<file path="src/rtl/coeff_loader_if.sv">
// Byte-stream input and coefficient RAM write port of the coefficient loader.
interface coeff_loader_if #(
    parameter int COEFF_NBITS = 32
);
    logic                   byte_valid;
    logic [7:0]             byte_data;
    logic                   byte_ready;
    logic                   ram_we;
    logic [4:0]             ram_addr;
    logic [COEFF_NBITS-1:0] ram_d;

    modport master (
        output byte_valid, byte_data,
        input  byte_ready, ram_we, ram_addr, ram_d
    );

    modport slave (
        input  byte_valid, byte_data,
        output byte_ready, ram_we, ram_addr, ram_d
    );
endinterface

</file>
<file path="src/rtl/coeff_loader.sv">
// Assembles a checksummed, framed byte stream into coefficient words
// and writes them to consecutive RAM addresses.
module coeff_loader #(
    parameter int         COEFF_NBITS    = 32,
    parameter int         NCOEFFS        = 30,
    parameter logic [7:0] HDR_BYTE       = 8'hA5,
    parameter int         TIMEOUT_CYCLES = 65535
) (
    input  logic       clk,
    input  logic       rstn,
    coeff_loader_if.slave bus,
    output logic       load_busy,
    output logic       load_done,
    output logic       load_err,
    output logic       coeff_valid
);
    localparam int NBYTES = (COEFF_NBITS + 7) / 8;
    localparam int SW     = NBYTES * 8;
    localparam int BW     = (NBYTES > 1) ? $clog2(NBYTES) : 1;
    localparam int TW     = $clog2(TIMEOUT_CYCLES + 1);

    typedef enum logic [1:0] {IDLE, DATA, CSUM, DONE} state_t;

    state_t                 state_q, state_d;
    logic                   rdy_q;
    logic [SW-1:0]          sh_q;
    logic [BW-1:0]          bidx_q;
    logic [4:0]             widx_q;
    logic [7:0]             sum_q;
    logic [TW-1:0]          timer_q;
    logic                   we_q;
    logic [4:0]             addr_q;
    logic [COEFF_NBITS-1:0] d_q;
    logic                   err_q;
    logic                   valid_q;

    logic          acc;
    logic          is_hdr;
    logic          last_byte;
    logic          last_word;
    logic          tmo;
    logic          cs_ok;
    logic [SW-1:0] shifted;

    assign bus.byte_ready = rdy_q && (state_q != DONE);
    assign bus.ram_we     = we_q;
    assign bus.ram_addr   = addr_q;
    assign bus.ram_d      = d_q;
    assign load_busy      = (state_q != IDLE);
    assign load_done      = (state_q == DONE);
    assign load_err       = err_q;
    assign coeff_valid    = valid_q;

    assign acc       = bus.byte_valid && bus.byte_ready;
    assign is_hdr    = acc && (bus.byte_data == HDR_BYTE);
    assign last_byte = (bidx_q == BW'(NBYTES - 1));
    assign last_word = (widx_q == 5'(NCOEFFS - 1));
    assign tmo       = !acc && (timer_q == TW'(TIMEOUT_CYCLES - 1));
    assign cs_ok     = (bus.byte_data == sum_q);
    // MSB-first: unused top bits of the first byte fall off the word slice
    assign shifted   = (sh_q << 8) | SW'(bus.byte_data);

    always_ff @(posedge clk or negedge rstn) begin
        if (!rstn) state_q <= IDLE;
        else       state_q <= state_d;
    end

    always_comb begin
        state_d = state_q;
        unique case (state_q)
            IDLE: if (is_hdr) state_d = DATA;
            DATA: begin
                if (tmo)
                    state_d = DONE;
                else if (acc && last_byte && last_word)
                    state_d = CSUM;
            end
            CSUM: if (tmo || acc) state_d = DONE;
            DONE: state_d = IDLE;
            default: state_d = IDLE;
        endcase
    end

    always_ff @(posedge clk or negedge rstn) begin
        if (!rstn) begin
            rdy_q   <= 1'b0;
            sh_q    <= '0;
            bidx_q  <= '0;
            widx_q  <= '0;
            sum_q   <= '0;
            timer_q <= '0;
            we_q    <= 1'b0;
            addr_q  <= '0;
            d_q     <= '0;
            err_q   <= 1'b0;
            valid_q <= 1'b0;
        end else begin
            rdy_q <= 1'b1;
            we_q  <= 1'b0;
            unique case (state_q)
                IDLE: begin
                    if (is_hdr) begin
                        err_q   <= 1'b0;
                        valid_q <= 1'b0;
                        widx_q  <= '0;
                        bidx_q  <= '0;
                        sum_q   <= '0;
                        timer_q <= '0;
                        sh_q    <= '0;
                    end
                end
                DATA: begin
                    if (acc) begin
                        sh_q    <= shifted;
                        sum_q   <= sum_q + bus.byte_data;
                        timer_q <= '0;
                        if (last_byte) begin
                            bidx_q <= '0;
                            we_q   <= 1'b1;
                            addr_q <= widx_q;
                            d_q    <= shifted[COEFF_NBITS-1:0];
                            // index stays on the last word so it never wraps
                            if (!last_word)
                                widx_q <= widx_q + 5'd1;
                        end else begin
                            bidx_q <= bidx_q + BW'(1);
                        end
                    end else begin
                        timer_q <= timer_q + TW'(1);
                        if (tmo) begin
                            err_q   <= 1'b1;
                            valid_q <= 1'b0;
                        end
                    end
                end
                CSUM: begin
                    if (acc) begin
                        timer_q <= '0;
                        err_q   <= !cs_ok;
                        valid_q <= cs_ok;
                    end else begin
                        timer_q <= timer_q + TW'(1);
                        if (tmo) begin
                            err_q   <= 1'b1;
                            valid_q <= 1'b0;
                        end
                    end
                end
                default: ;
            endcase
        end
    end
endmodule

</file>
<file path="src/flat_wrapper.sv">
// flat-port wrapper written by rule: the top's interface ports become plain ports
module coeff_loader_flat 
#(
    parameter int         COEFF_NBITS    = 32,
    parameter int         NCOEFFS        = 30,
    parameter logic [7:0] HDR_BYTE       = 8'hA5,
    parameter int         TIMEOUT_CYCLES = 65535
)
  (clk, rstn, load_busy, load_done, load_err, coeff_valid, bus_byte_valid, bus_byte_data, bus_byte_ready, bus_ram_we, bus_ram_addr, bus_ram_d);
  coeff_loader_if #(.COEFF_NBITS(COEFF_NBITS)) bus_i ();
  input  logic clk;
  input  logic rstn;
  output logic load_busy;
  output logic load_done;
  output logic load_err;
  output logic coeff_valid;
  input wire logic [$bits(bus_i.byte_valid)-1:0] bus_byte_valid;
  input wire logic [$bits(bus_i.byte_data)-1:0] bus_byte_data;
  output wire logic [$bits(bus_i.byte_ready)-1:0] bus_byte_ready;
  output wire logic [$bits(bus_i.ram_we)-1:0] bus_ram_we;
  output wire logic [$bits(bus_i.ram_addr)-1:0] bus_ram_addr;
  output wire logic [$bits(bus_i.ram_d)-1:0] bus_ram_d;
  assign bus_i.byte_valid = bus_byte_valid;
  assign bus_i.byte_data = bus_byte_data;
  assign bus_byte_ready = bus_i.byte_ready;
  assign bus_ram_we = bus_i.ram_we;
  assign bus_ram_addr = bus_i.ram_addr;
  assign bus_ram_d = bus_i.ram_d;
  coeff_loader #(.COEFF_NBITS(COEFF_NBITS), .NCOEFFS(NCOEFFS), .HDR_BYTE(HDR_BYTE), .TIMEOUT_CYCLES(TIMEOUT_CYCLES)) u_core (.clk(clk), .rstn(rstn), .bus(bus_i), .load_busy(load_busy), .load_done(load_done), .load_err(load_err), .coeff_valid(coeff_valid));
endmodule
</file>
<file path="config.mk">
export PLATFORM = sky130hd
export DESIGN_NAME = coeff_loader_flat
export DESIGN_NICKNAME = d
export VERILOG_FILES = /design/src/rtl/coeff_loader_if.sv /design/src/rtl/coeff_loader.sv /design/src/flat_wrapper.sv
export SDC_FILE = /design/constraint.sdc
export NUM_CORES = 1
export LEC_CHECK = 0
export ABC_AREA = 0
export CAP_MARGIN = 5
export CORE_UTILIZATION = 60
export CTS_BUF_LIST = sky130_fd_sc_hd__clkbuf_16
export CTS_CLUSTER_SIZE = 20
export DETAILED_ROUTE_END_ITERATION = 8
export DONT_BUFFER_PORTS = 1
export GPL_ROUTABILITY_DRIVEN = 0
export PLACE_DENSITY = 0.76
export SYNTH_ARGS = -nofsm -noshare
export SYNTH_HDL_FRONTEND = slang
export SYNTH_SLANG_ARGS = --single-unit
export TNS_END_PERCENT = 1
</file>
<file path="constraint.sdc">
create_clock -name clk -period 4.78 [get_ports clk]
set_input_delay 0.956 -clock clk [delete_from_list [all_inputs] [get_ports clk]]
set_output_delay 0.956 -clock clk [all_outputs]
set_load 0.02 [all_outputs]
</file>
==> flow_summary_export.csv, run 1 <==
group,metric,value,unit
finish,diodes,0,
clocking,numCtsBuffers,9,
die,fp.dieArea,8210,um2
worst_setup_path,start_kind,"register",
worst_setup_path,cpMaxStageDelayCell,"nand3_2",
pwr,vdd_drop_max,294,uV
finish,nets,463,
finish,drive_gt1_share,14.6,%
worst_setup_path,end_kind,"register",
grt,grt_pass1_vias,3168,
grt,antenna_found_initial,0,
clocking,h-tree-depth,3,
grt,grt-ovfl-total,0,
grt,grt_max_degree,99,
place,port_buffers,0,
timing,fmax,345,MHz
timing,rsz0062_at_grt,"false",
detailed_routing,drtAntennaViolNets,0,
detailed_routing,drcViolationCount,0,
synthesis,synthMuxAreaShare,8.61,%
worst_setup_path,critPathKind,"reg2reg",
detailed_routing,vias,3225,
synthesis,yosysWarnings,0,
pwr,p_per_area,504,nW/um2
place,dp_hpwl,5.87,mm
timing,worstMarginPinSlew,0.990,ns
finish,syn2layout_area_growth,7.47,%
die,die_h,90.6,um
pwr,p_seq_share,40.9,%
detailed_routing,viasPerCell,5.99,
synthesis,syn_area,4710,um2
timing,finalSetupTns,0,ns
finish,fin_util,68.3,%
clocking,cts_resized,0,
synthesis,synth_fp_nets,471,
worst_setup_path,required,5.01,ns
worst_setup_path,path_cells,"inv_1, ha_1, buf_4, nand3_2, mux2_2",
clocking,cts_tree,"yes",
synthesis,synthCells,442,
pwr,p_int,1640,uW
synthesis,synthArstFlopShare,100,%
finish,nFillCells,550,
detailed_routing,routed.top_layer,"met4",
synthesis,ys_types,56,
timing,finalHoldViolations,0,
worst_setup_path,crit_path_max_incr_delay,0.84,ns
worst_setup_path,cp.arrival,3.13,ns
synthesis,yosysSeqAreaShare,52.1,%
pwr,p_comb_share,30.0,%
detailed_routing,met1_length,4.16,mm
timing,fin_crit_sh,60.7,%
die,pin_count,54,
timing,finClkSkew,0.00902,ns
detailed_routing,wl_per_cell,16.5,um
clocking,holdBufCountCts,0,
clocking,clk_latency,0.35,ns
clocking,clockBufferDepth,2,
grt,grt_pass1_wl,15.3,mm
synthesis,synth-main-ff-cell,"dfrtp_1",
status,status,"complete, no violations",
clocking,cts.sinks,98,
synthesis,avgSynthCellArea,10.7,um2
synthesis,yosys.area_share.adder,4.94,%
clocking,cts-root-buf,"clkbuf_16",
die,initial_core_util,63.6,%
synthesis,synth_compound_area_share,12.2,%
synthesis,synthSimpleGateAreaFrac,16.2,%
detailed_routing,wl,8.86,mm
clocking,post_cts_buffers,0,
worst_setup_path,crit_buf_inv,2,
grt,track_usage,23.7,%
worst_setup_path,cp.depth,5,
synthesis,synth-xor-area-share,3.16,%
timing,slew_headroom,33.9,%
pwr,p_leak,0.00234,uW
synthesis,synth_top_family_by_area,"simple AND/OR/NAND/NOR gates",
pwr,p_sw_share,35.6,%
worst_setup_path,worst_r2r_path_depth,5,
timing,setup_viol,0,
synthesis,synth_edf_count,0,
clocking,clk_pin_slew,0.07,ns
detailed_routing,drtPass1Iterations,4,
pwr,clockPowerShare,29.2,%
pwr,switching_power,910,uW
finish,finalNonFillerCells,538,
worst_setup_path,crit_family,"simple AND/OR/NAND/NOR gates",
synthesis,synth_seq_cells,98,
detailed_routing,drt_iter0_markers,203,
timing,report.final.slew_viol_count,0,
detailed_routing,dr_wl_met2,4.02,mm
die,rows,31,
die,die_w,90.6,um
flow_run,maxCapViolCount,0,
timing,layout_min_cycle_time,2.90,ns
place,dpl.cell_count,522,
die,core,7410,um2
min_path,min_path_type,"in2async",
detailed_routing,met3WireLength,470,um
worst_setup_path,critical_path.max_fanout,40,
-- worst paths after layout --
| path | startpoint | endpoint | slack, ns |
|---|---|---|---|
| worst max-delay path | u_core.state_q[1]$_DFFE_PN0P_ | u_core.bus.ram_d[17]$_DFFE_PN0P_ | 1.88 |
| max in group asynchronous | rstn | u_core.load_err$_DFFE_PN0P_ | 4.33 |
| worst min-delay path | rstn | u_core.bus.ram_d[26]$_DFFE_PN0P_ | 0.29 |
| worst min register to register | u_core.sh_q[20]$_DFFE_PN0P_ | u_core.sh_q[20]$_DFFE_PN0P_ | 0.48 |
| min in group clk | u_core.sh_q[20]$_DFFE_PN0P_ | u_core.sh_q[20]$_DFFE_PN0P_ | 0.48 |
| worst max register to register | u_core.state_q[1]$_DFFE_PN0P_ | u_core.bus.ram_d[17]$_DFFE_PN0P_ | 1.88 |
-- layer usage --
| layer | up-vias | GRT usage [%] |
|---|---|---|
| li1 | 1547 | - |
| met1 | 1577 | 32.3 |
| met2 | 84 | 36.1 |
| met3 | 17 | 6.40 |
| met4 | 0 | 9.54 |
| met5 | - | 0 |
-- placed cells by master (no fill, tap or decap), types with 2 or more instances in the layout --
cell       count
a211oi_1       5
a21o_1         3
a21oi_1       11
a22o_1         3
a2bb2oi_1      2
a31oi_1        5
and4bb_2       2
clkbuf_16      9
dfrtp_1       98
ha_1          17
inv_1         10
inv_6          3
mux2_2        36
nand2_1       76
nand2b_1       2
nand3_1       15
nand3_2        2
nand4_1        5
nand4bb_1      2
nor2_1        20
nor2b_1        3
nor3_1         6
nor4_1         3
nor4b_2        2
o211ai_1       2
o21ai_0       42
o21ai_1        3
o21bai_1       2
o31ai_1        3
or3_1          2
xnor2_1       10
xor2_1         7
-- flip-flops by register name, summed over array words and instances (netlist names) --
register	count
u_core.timer_q	16
u_core.widx_q	5
u_core.bus.ram_addr	5
u_core.load_err	1
u_core.sum_q	8
u_core.sh_q	24
u_core.rdy_q	1
u_core.coeff_valid	1
u_core.state_q	2
u_core.bus.ram_d	32
u_core.bidx_q	2
u_core.bus.ram_we	1
-- through the flow --
stage | total power (uW) | worst slack, ns | instance area [um2] | hold slack [ns]
6_report | 2550 | 1.88 | 5060 | 0.292
5_1_grt | 2710 | 1.62 | 5060 | 0.280
4_1_cts | 2560 | 1.87 | 5060 | 0.290
3_5_place_dp | 1820 | 1.81 | 4760 | 0.470
3_3_place_gp | 1790 | 1.90 | 4760 | 0.462
2_1_floorplan | 1660 | 2.31 | 4710 | 0.446
-- cell families (layout without fill, tap and decap cells) --
logic type / Yosys count / after routing
XOR/XNOR: 17 / 17
other: 1 / 1
multiplexers: 36 / 36
adder cells (fa/ha/maj): 18 / 18
flip-flops: 98 / 98
buffers and inverters: 30 / 27
AO/OA/AOI/OAI: 91 / 91
AND/OR/NAND/NOR: 151 / 151
-- layout make-up --
| type | count | area, um2 | share of cell area (%) |
|---|---|---|---|
| Sequential cell | 98 | 2450 | 48.5 |
| Clock buffer | 9 | 225 | 4.45 |
| Tap cell | 99 | 124 | 2.45 |
| Clock inverter | 7 | 80.1 | 1.58 |
| Multi-Input combinational cell | 314 | 2130 | 42.2 |
| Inverter | 10 | 37.5 | 0.742 |
| Timing Repair Buffer | 1 | 7.51 | 0.148 |
-- synthesized netlist by cell type (all sizes together) (9+ instances only) --
cell type | instances | area share [%]
ha | 17 | 4.5
mux2 | 36 | 8.6
buf | 9 | 1.1
clkbuf | 11 | 0.88
dfrtp | 98 | 52
xnor2 | 10 | 1.9
o21ai | 45 | 4.8
nand2 | 76 | 6.1
a21oi | 11 | 1.2
nand3 | 17 | 1.9
nor2 | 20 | 1.6
inv | 10 | 0.80
-- power groups by stage --
stage                     clock network (uW)  registers, uW  logic [uW]
final                                    744           1040         765
after global routing                     788           1060         865
after CTS                                754           1040         763
after detailed placement                   0           1060         758
after global placement                     0           1050         736
after floorplan                            0           1030         628
No activity file was read; power rests on OpenSTA's default activity.
==> inputs of run 2 (changes only) <==
Settings changed: CORE_UTILIZATION 60 to 57, PLACE_DENSITY 0.76 to 0.75.
Clock period 4.78 ns to 2.5 ns, I/O delays scaled along.
==> flow_summary_export.csv, run 2 (synthesis results as in run 1) <==
group,metric,value,unit
status,status,"finished with violations",
status,violations,"negative hold slack",
timing,report.final.slew_viol_count,0,
grt,grt_pass1_wl,15.7,mm
die,pin_count,54,
worst_setup_path,end_kind,"register",
timing,fin_crit_sh,93.3,%
pwr,p_per_area,962,nW/um2
finish,nFillCells,627,
die,rows,32,
grt,track_usage,23.1,%
timing,slew_headroom,65.5,%
worst_setup_path,start_kind,"register",
worst_setup_path,required,2.72,ns
die,die_w,92.9,um
finish,nets,469,
detailed_routing,wl_per_cell,17.0,um
worst_setup_path,critical_path.max_fanout,11,
finish,finalNonFillerCells,547,
clocking,cts.sinks,98,
timing,worstMarginPinSlew,0.518,ns
timing,setup_viol,0,
place,dp_hpwl,6.23,mm
detailed_routing,drt_iter0_markers,160,
worst_setup_path,reg2reg_to,"u_core.state_q[1]$_DFFE_PN0P_",
worst_setup_path,r2r_start,"u_core.state_q[1]$_DFFE_PN0P_",
finish,drive_gt1_share,16.4,%
worst_setup_path,worst_r2r_path_depth,6,
detailed_routing,drcViolationCount,0,
die,fp.dieArea,8630,um2
place,port_buffers,0,
timing,finalHoldViolations,98,
place,dpl.cell_count,531,
grt,grt_max_degree,99,
worst_setup_path,path_cells,"ha_2, and3b_1, nor3_2, nand2_1, a22oi_1, mux2_2",
clocking,numCtsBuffers,9,
clocking,cts_tree,"yes",
timing,rsz0062_at_grt,"false",
flow_run,maxCapViolCount,0,
die,die_h,92.9,um
detailed_routing,wl,9.29,mm
detailed_routing,vias,3267,
detailed_routing,viasPerCell,5.97,
timing,layout_min_cycle_time,2.33,ns
worst_setup_path,cp.arrival,2.56,ns
clocking,clk_pin_slew,0.08,ns
clocking,h-tree-depth,3,
clocking,cts-root-buf,"clkbuf_16",
die,initial_core_util,60.0,%
timing,fmax,429,MHz
worst_setup_path,rrSetupSlack,0.17,ns
worst_setup_path,cp-startpoint,"u_core.state_q[1]$_DFFE_PN0P_",
pwr,p_leak,0.00237,uW
detailed_routing,drtPass1Iterations,4,
finish,largest_reg_flops,32,
worst_setup_path,crit_end,"u_core.state_q[1]$_DFFE_PN0P_",
pwr,power,4940,uW
detailed_routing,drtAntennaViolNets,0,
timing,finalSetupTns,0,ns
pwr,vdd_drop_max,469,uV
grt,grt_pass1_vias,3300,
grt,antenna_found_initial,0,
finish,syn2layout_area_growth,8.95,%
finish,final_cell_mix,"dfrtp_1, nand2_1, o21ai_0",
worst_setup_path,crit_path_max_incr_delay,0.43,ns
timing,fin_hold_ws,-0.163,ns
clocking,clockBufferDepth,2,
min_path,min_path_type,"in2async",
worst_setup_path,cpMaxStageDelayCell,"dfrtp_1",
die,core,7850,um2
finish,final_common_cell,"dfrtp_1",
finish,diodes,0,
worst_setup_path,critPathKind,"reg2reg",
timing,finClkSkew,0.0114,ns
grt,grt-ovfl-total,0,
clocking,clk_latency,0.35,ns
==> run 2: changes by cell type in the layout (fill, tap and decap cells not counted), sizes merged <==
cell and delta:
inv -1, bufinv -1, clkinv +2, buf +6
==> run 2: how the worst min path moves through the flow <==
stage | start | to | cells past startpoint | slack (ns)
4_1_cts | rstn | u_core.bus.ram_d[28]$_DFFE_PN0P_ | 0 | -0.16
2_1_floorplan | rstn | u_core.bidx_q[0]$_DFFE_PN0P_ | 0 | 0.20
3_5_place_dp | rstn | u_core.bus.ram_d[28]$_DFFE_PN0P_ | 0 | 0.21
6_report | rstn | u_core.bus.ram_d[23]$_DFFE_PN0P_ | 0 | -0.16
5_1_grt | rstn | u_core.bus.ram_d[11]$_DFFE_PN0P_ | 0 | -0.18
3_3_place_gp | rstn | u_core.bus.ram_d[24]$_DFFE_PN0P_ | 0 | 0.21
==> run 2: routing by layer <==
layer,GRT usage (%),vias to the layer above,part of all wire [%]
li1,-,1556,-
met1,30.3,1611,47
met2,36.5,77,46
met3,5.75,23,4.5
met4,9.62,0,2.4
met5,0,-,0
==> run 2: area by class of cell <==
| cell class | count | area (um2) | area share (%) |
|---|---|---|---|
| Inverter | 10 | 37.5 | 0.732 |
| Clock inverter | 7 | 81.3 | 1.58 |
| Tap cell | 102 | 128 | 2.49 |
| Timing Repair Buffer | 7 | 65.1 | 1.27 |
| Sequential cell | 98 | 2450 | 47.8 |
| Clock buffer | 9 | 225 | 4.39 |
| Multi-Input combinational cell | 314 | 2140 | 41.7 |
==> run 2: what timing repair did <==
item / 4_1_cts / 5_1_grt
hold endpoints to repair: 98 / 98
buffers inserted: 0 / 0
resized for setup: 0 / 2
endpoints found under the setup margin: 0 / 2
==> run 2: worst max-delay path, delay by kind of cell (launching register included) <==
family | cells | cell delay [ns]
AND/OR/NAND/NOR | 3 | 0.80
flip-flops | 1 | 0.43
multiplexers | 1 | 0.39
adder cells (fa/ha/maj) | 1 | 0.31
AO/OA/AOI/OAI | 1 | 0.28
==> run 2: metrics by stage <==
stage / util, % / area, um2 / hold WS (ns) / setup slack (ns)
after detailed placement: 61.4 / 4820 / 0.206 / 0.0454
after CTS: 65.3 / 5120 / -0.165 / 0.0152
after floorplan: - / 4710 / 0.204 / 0.373
final: 65.4 / 5130 / -0.163 / 0.169
after global placement: 61.4 / 4820 / 0.207 / 0.297
after global routing: 65.4 / 5130 / -0.179 / 0.0316
==> run 2: power by group <==
| part | switching (uW) | total, uW | internal (uW) |
|---|---|---|---|
| clock | 677 | 1390 | 714 |
| sequential | 203 | 2000 | 1790 |
| combinational | 955 | 1550 | 591 |
| total | 1840 | 4940 | 3100 |
